<file path="src/rtl/apb_arb_pkg.sv">
// Shared constants, state encoding and helpers for the two-requester APB arbiter.
package apb_arb_pkg;

   localparam int NREQ        = 2;
   localparam int ADDR_W      = 32;
   localparam int DATA_W      = 32;
   localparam int STRB_W      = 4;
   localparam int SLV_MAX     = 8;
   localparam int CNT_W       = 8;
   localparam int SLV_IDX_HI  = 14;
   localparam int SLV_IDX_LO  = 12;
   localparam int SLV_IDX_W   = SLV_IDX_HI - SLV_IDX_LO + 1;
   localparam int DEF_NSLV    = 8;
   localparam int DEF_TIMEOUT = 16;

   typedef enum logic [1:0] {
      ST_IDLE   = 2'd0,
      ST_SETUP  = 2'd1,
      ST_ACCESS = 2'd2,
      ST_RESP   = 2'd3
   } state_e;

   // One-hot slave select for a decoded slave index.
   function automatic logic [SLV_MAX-1:0] slv_onehot(input logic [SLV_IDX_W-1:0] idx);
      slv_onehot      = '0;
      slv_onehot[idx] = 1'b1;
   endfunction

endpackage

</file>
<file path="src/rtl/rr_arb2.sv">
// Two-way round-robin grant. On a tie the requester that was not served last wins;
// after reset requester 0 wins the first tie.
module rr_arb2
   import apb_arb_pkg::*;
(
   input  logic            clk,
   input  logic            rst,
   input  logic [NREQ-1:0] req,
   input  logic            update,
   output logic [NREQ-1:0] grant
);

   // r_last = 1 means requester 1 was served most recently.
   logic r_last;

   // Combinational one-hot grant from the current requests and the pointer.
   always_comb begin
      grant = 2'b00;
      if (req == 2'b11) begin
         grant = r_last ? 2'b01 : 2'b10;
      end else begin
         grant = req;
      end
   end

   // Remember who was served when the owner commits a grant.
   always_ff @(posedge clk) begin
      if (rst) begin
         r_last <= 1'b1;
      end else if (update && (|grant)) begin
         r_last <= grant[1];
      end
   end

endmodule

</file>
<file path="src/rtl/apb_req_arbiter.sv">
// Arbitrates two request ports onto one APB master. A granted request is latched,
// decoded to a slave by address bits 14:12 and run as a SETUP/ACCESS cycle; the
// result returns as a one-cycle DONE pulse. Decode errors skip the APB cycle and
// stalled slaves are abandoned after TIMEOUT access cycles.
//
// Handshake: REQ[i] rises with its command fields valid and stays high until the
// cycle where DONE[i] is 1; RDATA/RERR are meaningful only in that cycle. On the
// APB side the slave completes an access by driving PREADY=1 while PENABLE=1.
module apb_req_arbiter
   import apb_arb_pkg::*;
#(
   parameter int NSLV    = DEF_NSLV,
   parameter int TIMEOUT = DEF_TIMEOUT
)
(
   input  logic                   PCLK,
   input  logic                   PRST,
   input  logic [NREQ-1:0]        REQ,
   input  logic [NREQ-1:0]        RWRITE,
   input  logic [NREQ*ADDR_W-1:0] RADDR,
   input  logic [NREQ*DATA_W-1:0] RWDATA,
   input  logic [NREQ*STRB_W-1:0] RSTRB,
   output logic [NREQ-1:0]        DONE,
   output logic [DATA_W-1:0]      RDATA,
   output logic                   RERR,
   output logic [SLV_MAX-1:0]     PSEL,
   output logic                   PENABLE,
   output logic                   PWRITE,
   output logic [STRB_W-1:0]      PSTRB,
   output logic [ADDR_W-1:0]      PADDR,
   output logic [DATA_W-1:0]      PWDATA,
   input  logic                   PREADY,
   input  logic                   PSLVERR,
   input  logic [DATA_W-1:0]      PRDATA,
   output logic [1:0]             DBG_STATE
);

   state_e                r_state;
   logic [NREQ-1:0]       r_grant;
   logic                  r_write;
   logic [ADDR_W-1:0]     r_addr;
   logic [DATA_W-1:0]     r_wdata;
   logic [STRB_W-1:0]     r_strb;
   logic [SLV_MAX-1:0]    r_sel;
   logic [CNT_W-1:0]      r_cnt;
   logic [DATA_W-1:0]     r_rdata;
   logic                  r_err;

   logic [NREQ-1:0]       w_grant;
   logic                  w_update;
   logic                  w_gsel;
   logic                  w_rwrite;
   logic [ADDR_W-1:0]     w_raddr;
   logic [DATA_W-1:0]     w_rwdata;
   logic [STRB_W-1:0]     w_rstrb;
   logic [SLV_IDX_W-1:0]  w_idx;
   logic                  w_dec_err;
   logic                  w_apb_act;
   logic                  w_timeout;

   // Commit a grant only when idle with a pending request.
   assign w_update = (r_state == ST_IDLE) && (|REQ);

   rr_arb2 u_rr_arb2 (
      .clk    (PCLK),
      .rst    (PRST),
      .req    (REQ),
      .update (w_update),
      .grant  (w_grant)
   );

   // Select the granted requester's command fields.
   assign w_gsel    = w_grant[1];
   assign w_rwrite  = w_gsel ? RWRITE[1]     : RWRITE[0];
   assign w_raddr   = w_gsel ? RADDR[63:32]  : RADDR[31:0];
   assign w_rwdata  = w_gsel ? RWDATA[63:32] : RWDATA[31:0];
   assign w_rstrb   = w_gsel ? RSTRB[7:4]    : RSTRB[3:0];
   assign w_idx     = w_raddr[SLV_IDX_HI:SLV_IDX_LO];
   assign w_dec_err = (int'(w_idx) >= NSLV);
   assign w_timeout = (r_cnt == CNT_W'(TIMEOUT - 1));

   // Transfer sequencing: latch on grant, run SETUP/ACCESS, report in RESP.
   always_ff @(posedge PCLK) begin
      if (PRST) begin
         r_state <= ST_IDLE;
         r_grant <= '0;
         r_write <= 1'b0;
         r_addr  <= '0;
         r_wdata <= '0;
         r_strb  <= '0;
         r_sel   <= '0;
         r_cnt   <= '0;
         r_rdata <= '0;
         r_err   <= 1'b0;
      end else begin
         case (r_state)
            ST_IDLE: begin
               if (|REQ) begin
                  r_grant <= w_grant;
                  r_write <= w_rwrite;
                  r_addr  <= w_raddr;
                  // Reads never show write data or strobes on the bus.
                  r_wdata <= w_rwrite ? w_rwdata : '0;
                  r_strb  <= w_rwrite ? w_rstrb  : '0;
                  r_sel   <= w_dec_err ? '0 : slv_onehot(w_idx);
                  r_cnt   <= '0;
                  if (w_dec_err) begin
                     r_rdata <= '0;
                     r_err   <= 1'b1;
                     r_state <= ST_RESP;
                  end else begin
                     r_state <= ST_SETUP;
                  end
               end
            end
            ST_SETUP: begin
               r_cnt   <= '0;
               r_state <= ST_ACCESS;
            end
            ST_ACCESS: begin
               if (PREADY) begin
                  r_rdata <= r_write ? '0 : PRDATA;
                  r_err   <= PSLVERR;
                  r_state <= ST_RESP;
               end else if (w_timeout) begin
                  r_rdata <= '0;
                  r_err   <= 1'b1;
                  r_state <= ST_RESP;
               end else begin
                  r_cnt <= r_cnt + 1'b1;
               end
            end
            ST_RESP: begin
               r_state <= ST_IDLE;
            end
            default: begin
               r_state <= ST_IDLE;
            end
         endcase
      end
   end

   // APB and completion outputs are decoded from the state and the latched copy.
   assign w_apb_act = (r_state == ST_SETUP) || (r_state == ST_ACCESS);
   assign PSEL      = w_apb_act ? r_sel : '0;
   assign PENABLE   = (r_state == ST_ACCESS);
   assign PWRITE    = r_write;
   assign PADDR     = r_addr;
   assign PWDATA    = r_wdata;
   assign PSTRB     = r_strb;
   assign DONE      = (r_state == ST_RESP) ? r_grant : '0;
   assign RDATA     = (r_state == ST_RESP) ? r_rdata : '0;
   assign RERR      = (r_state == ST_RESP) && r_err;
   assign DBG_STATE = r_state;

endmodule
</file>
<file path="config.mk">
export PLATFORM = sky130hd
export DESIGN_NAME = apb_req_arbiter
export DESIGN_NICKNAME = d
export VERILOG_FILES = /design/src/rtl/apb_arb_pkg.sv /design/src/rtl/rr_arb2.sv /design/src/rtl/apb_req_arbiter.sv
export SDC_FILE = /design/constraint.sdc
export NUM_CORES = 1
export LEC_CHECK = 0
export CAP_MARGIN = 10
export CORE_AREA = 2 2 112 114
export CTS_CLUSTER_DIAMETER = 30
export CTS_CLUSTER_SIZE = 30
export DETAILED_ROUTE_END_ITERATION = 6
export DIE_AREA = 0 0 114 116
export DONT_BUFFER_PORTS = 1
export GPL_ROUTABILITY_DRIVEN = 0
export PLACE_DENSITY = 0.65
export SYNTH_ARGS = -nofsm -noshare
export SYNTH_HDL_FRONTEND = slang
export SYNTH_SLANG_ARGS = --single-unit
</file>
<file path="constraint.sdc">
create_clock -name PCLK -period 2.3 [get_ports PCLK]
set_clock_uncertainty 0.05 [all_clocks]
set_input_delay 0.23 -clock PCLK [delete_from_list [all_inputs] [get_ports PCLK]]
set_output_delay 0.23 -clock PCLK [all_outputs]
set_load 0.02 [all_outputs]
</file>
-- Word level (Yosys, flattened, before mapping)
Cells that the tools add are included.
- order comparisons: 2
- $mul: 0
- muxes and demuxes: 26
- shift operators: 0
- reductions and logical operators: 14
- add/sub/neg operators: 1
- equality and inequality tests: 9
- bitwise logic cells: 0
- div/mod/pow operators: 0
- operators with widths (operator ; number):
    2-to-1 mux 32 bit ; 7
    2-to-1 mux 8 bit ; 4
    one-hot mux 8 bit (3 select lines) ; 1
    2-to-1 mux 2 bit ; 6
    adder 8 x 1 -> 8 bit, second input constant ; 1
    == test 8 x 4 -> 1 bit, second input constant ; 1
    2-to-1 mux 4 bit ; 2
    one-hot mux 2 bit (4 select lines) ; 1
    == test 2 bit, second input constant ; 3
    AND reduction 2 bit ; 3
    logical AND 1 bit ; 4
    < comparator 3 x 4 -> 1 bit, second input constant ; 1
    2-to-1 mux 1 bit ; 4
    inequality test 2 bit, second input constant ; 2
    AND reduction 4 bit ; 1
    OR reduction 2 bit ; 2
    demux 1 bit (select 3 bit) ; 1
    >= comparator 3 x 1 -> 1 bit, second input constant ; 1
    inequality test 3 x 1 -> 1 bit, second input constant ; 1
    nonzero test 3 bit ; 1
    == test 2 x 1 -> 1 bit, second input constant ; 1
    logical NOT 2 bit ; 1
    inequality test 2 x 1 -> 1 bit, second input constant ; 1
    nonzero test 2 bit ; 1
    logical OR 1 bit ; 1
- logic and storage cells: 63
- register bits after elaboration: 123
- latch bits: 0
- bits in writable memories: 0
- memories: 0
- ROM bits: 0
- input bits: 176
- output and inout port bits: 115

-- Depth between registers and ports, before layout
- word-level depth: 7
- mapped depth: 8
- depth with buffers taken out: 6

-- By module
A second synthesis with hierarchy kept.
- cells, all modules: 631
- area, all modules: 5744.3 um^2
- by module, submodules not included (module ; cells each ; area each (um^2) ; instances):
    apb_req_arbiter ; 624 ; 5683.0 ; 1
    rr_arb2 ; 7 ; 61.3 ; 1

-- Least setup slack after synthesis
Ideal clock, no wire load.
- kind: reg2reg
- start: register r_state[0], in the netlist DBG_STATE[0]
- end: register r_cnt[0]
- data required time: 2.189 ns
- setup time: 0.061 ns
- path slack: 0.309 ns
- cell stages (with the launch flop): 7
- arrival time: 1.880 ns
- period minus slack after synthesis: 1.991 ns
- path buffers: 1
- path through: dfxtp_1 > inv_1 > ha_1 > buf_2 > a21o_1 > nor3_1 > mux2_2
- longest elaborated chain between the ends: 3
- ends and longest elaborated chain (what ; line ; source):
    from (decl) ; apb_req_arbiter.sv:38 ; state_e r_state;
    from (signal assigned) ; apb_req_arbiter.sv:85 ; r_state <= ST_IDLE;
    from (signal assigned) ; apb_req_arbiter.sv:110 ; r_state <= ST_RESP;
    from (signal assigned) ; apb_req_arbiter.sv:112 ; r_state <= ST_SETUP;
    == test 2 bit (tied with other cells) ; apb_req_arbiter.sv:96 ; case (r_state)
    inequality test 2 bit (no source line) (tied with other cells) ; n/a ;
    AND reduction 4 bit (no source line) ; n/a ;
    to (signal assigned) ; apb_req_arbiter.sv:130 ; r_cnt <= r_cnt + 1'b1;
    to (decl) ; apb_req_arbiter.sv:45 ; logic [CNT_W-1:0] r_cnt;
Several ways; a longest one is shown, not always the timed one.
A chain may end at the register's enable or synchronous reset.

-- Worst setup path after layout
- start: register r_state[1], in the netlist DBG_STATE[1]
- end: register r_cnt[6]
Same word-level chain as after synthesis.

==> metrics.csv <==
stage,metric,value,unit
detailed_routing,mean number of vias per cell,5.841,
final_layout,register cell area after layout,2462,µm²
detailed_routing,number of design-rule violations left by the first detailed-router iteration,300,
worst_setup_path,delay of the slowest cell on the worst path,550,ps
detailed_routing,Post-DRT Antenna Nets,0,
logic_synthesis,area share of and/or/nand/nor cells after synthesis,29.14,%
final_layout,layout net count,911,
logic_synthesis,instance count of the mapped netlist,753,
cts,CTS Sinks,123,
cts,clk slew on worst S/H paths,50,ps
sta,share of the clock period used by the worst path after layout,93.95,%
die,I/O pin count,291,
final_layout,most frequent standard cell in the layout excluding fill and tap cells,nand2_1,
sta,number of setup violations in the final report,0,
pwr,peak supply drop,470.4,µV
cts,CTS HTree Levels,4,
place,Post-DP HPWL,10680,µm
worst_setup_path,path depth of the worst reg2reg path,7,
worst_setup_path,Crit path max-delay family,buffers and inverters,
logic_synthesis,count of synthesis-stage warnings from yosys,0,
global_routing,maximum number of pins on one net before global-route repair,126,
final_layout,filler cell count,1098,
cts,CTS Hold Bufs,8,
detailed_routing,final routed wire length divided by cell count,17.78,µm
hold_path,Hold Crit Depth,1,
die,die footprint,13220,µm²
logic_synthesis,post-synthesis adder-cell area fraction,1.076,%
cts,TritonCTS clock tree,done,
logic_synthesis,"Primary FF master, synth",dfxtp_1,
sta,Worst Tran Pin Value,669.4,ps
logic_synthesis,Post-Syn Area,5814,µm²
die,Initial Util,48.81,%
sta,Worst slew margin,55.37,%
sta,RSZ-0062 raised after global routing,false,
cts,number of clock buffers inserted by TritonCTS,17,
sta,worst-case hold slack,-162.7,ps
logic_synthesis,dominant combinational cell family by area after synthesis,simple AND/OR/NAND/NOR gates,
place,worst slack at placement,287.1,ps
final_layout,layout cells sized above 1,7.008,%
run_status,violations in the final reports,negative hold slack,
pwr,static leakage,2.529,nW
detailed_routing,drt total wl,15810,µm
logic_synthesis,"Net Count, Synth",934,
worst_setup_path,master of the slowest instance on the critical path,dlygate4sd3_1,
logic_synthesis,count of flip-flops with a built-in enable after synthesis,0,
worst_setup_path,"Data arrival, critical path",2470,ps
final_layout,area of the multi-input gates,3078,µm²
logic_synthesis,fraction of the mapped netlist area in compound gates,20.98,%
worst_setup_path,classification of the worst setup path,reg2reg,
place,input/output buffers,0,
die,number of core rows,40,
final_layout,n_diodes,0,
worst_setup_path,launching element type of the critical path,flip-flop,
logic_synthesis,share of synthesized area spent on multiplexers,1.248,%
global_routing,number of antenna violations at the first check in global routing,0,
worst_setup_path,WP depth,7,
flow_run,Max Cap Violations,0,
global_routing,first-pass GRT wire length,24320,µm
sta,Highest Clock Rate,0.4628,GHz
worst_setup_path,Worst Setup End Kind,flip-flop,
hold_path,Hold Path Class,in2reg,
worst_setup_path,number of buffer and inverter stages on the critical path,3,
cts,clock tree buffer depth,2,
sta,number of hold violations in the final report,110,
cts,Clock Latency Late Sink,420,ps
logic_synthesis,"Distinct cells, synth",41,
detailed_routing,post-route DRC violation count,0,
worst_setup_path,WP data required,2610,ps
global_routing,number of global-route vias before repair,4903,
logic_synthesis,portion of the post-synthesis area used by sequential elements,42.35,%
sta,max-slew violations,0,
logic_synthesis,number of register bits inferred by synthesis,123,
worst_setup_path,"Max FO, Critical Path",9,
sta,setup TNS,0,ps
die,die width,114,µm
sta,fin worst setup slack,139.2,ps
sta,Final min period,2161,ps
worst_setup_path,list of cells traversed by the critical path,inv_1 > ha_1 > a21o_1 > nor3_1 > buf_4 > o2bb2ai_1 > dlygate4sd3_1,
die,overall die height,116,µm
place,instance count after placement with tap cells included,850,
global_routing,leftover overflow at the end of global routing,0,
final_layout,layout overhead on the synthesized area,13.56,%
final_layout,number of cells in the finished layout apart from fillers,889,
logic_synthesis,average instance area after synthesis,7.722,µm²
global_routing,global-route total usage across every layer,23.31,%
logic_synthesis,post-synthesis async set-or-reset flop share,0,%
die,core area,11910,µm²
run_status,result of the run,finished with violations,
detailed_routing,number of optimization iterations in the first detailed-route pass,7,
cts,root cell of the clock tree,clkbuf_16,
pwr,power per unit of standard cell area,1199,nW/µm²
logic_synthesis,xor and xnor fraction of the mapped netlist area,0,%
final_layout,"top library cells by usage in the layout, fill and taps aside","214 x nand2_1, 123 x dfxtp_1, 77 x a21oi_1",
detailed_routing,vias after detailed routing,5193,
==> cells in the mapped netlist (2+ instances only) <==
library cell	instances	share of area (%)
a211o_1	2	0.30
a21o_1	37	4.8
a21oi_1	77	6.6
a22o_1	4	0.60
a22oi_1	7	0.90
a311oi_1	31	4.7
a31oi_1	2	0.22
and2_1	45	4.8
buf_1	4	0.26
buf_2	14	1.2
buf_4	2	0.26
clkbuf_1	45	2.9
dfxtp_1	123	42
ha_1	5	1.1
inv_1	6	0.39
mux2i_1	5	0.86
nand2_1	214	14
nand2b_1	8	0.86
nand3_1	4	0.34
nand4b_1	32	4.8
nor2_1	48	3.1
nor2b_1	3	0.32
nor3_1	8	0.69
o211ai_1	4	0.52
o21ai_0	7	0.60
==> timing repair <==
item,CTS,global route
gates resized for setup,0,2
setup endpoints to repair,0,1
buffers inserted,0,0
endpoints found under the hold margin,116,110
==> worst register-to-register path, cell delays in order, from the launching register on <==
cell and delay (ps):
dfxtp_1 430, inv_1 70, ha_1 300, a21o_1 230, nor3_1 170, buf_4 180
o2bb2ai_1 120, dlygate4sd3_1 550
==> flip-flops by register name, summed over array words and instances (netlist names) <==
name              count
DBG_STATE             2
PADDR                32
PSTRB                 4
PWDATA               32
PWRITE                1
r_cnt                 8
r_err                 1
r_grant               2
r_rdata              32
r_sel                 8
u_rr_arb2.r_last      1
==> metrics by stage <==
step                power (W)  util (%)  area (µm²)
floorplan            0.004602         -        5814
global placement     0.004949     49.34        5877
detailed placement   0.005027     49.34        5877
CTS                  0.007978     55.41        6600
global route         0.008343     55.43        6603
finish               0.007920     55.43        6603
==> layer usage <==
| metal | GRT usage (%) | part of all wire (%) |
|---|---|---|
| met5 | 0 | 0 |
| met4 | 9.593 | 2.0 |
| met3 | 8.630 | 9.6 |
| met2 | 40.40 | 49 |
| met1 | 25.98 | 39 |
==> cell type report <==
class	count	area share, %
inverters	6	0.3411
clock buffers	23	7.087
flip-flops and latches	123	37.29
clock inverters	8	2.501
repair buffers	24	3.373
multi-input cells	558	46.62
well taps	147	2.786
==> path summary, 6_finish.rpt <==
| kind | slack, ps | endpoint | from |
|---|---|---|---|
| max | 140 | r_cnt[6] | DBG_STATE[1] |
| min reg2reg | 390 | r_rdata[11] | r_rdata[11] |
| max reg2reg | 140 | r_cnt[6] | DBG_STATE[1] |
| min | -160 | PADDR[2] | PRST |
==> power by group <==
part | switching [W] | internal [W] | total, W
combinational | 0.00109 | 0.000671 | 0.00176
clock | 0.000912 | 0.00197 | 0.00288
sequential | 0.000704 | 0.00258 | 0.00328
==> kinds of logic after synthesis <==
kind of cell,count (synthesis)
muxes,7
AOI/OAI and AO/OA,181
buffers and inverters,72
DFF,123
adders and majority gates,5
and+or+nand+nor,365
(Power assumes the default switching activity.)
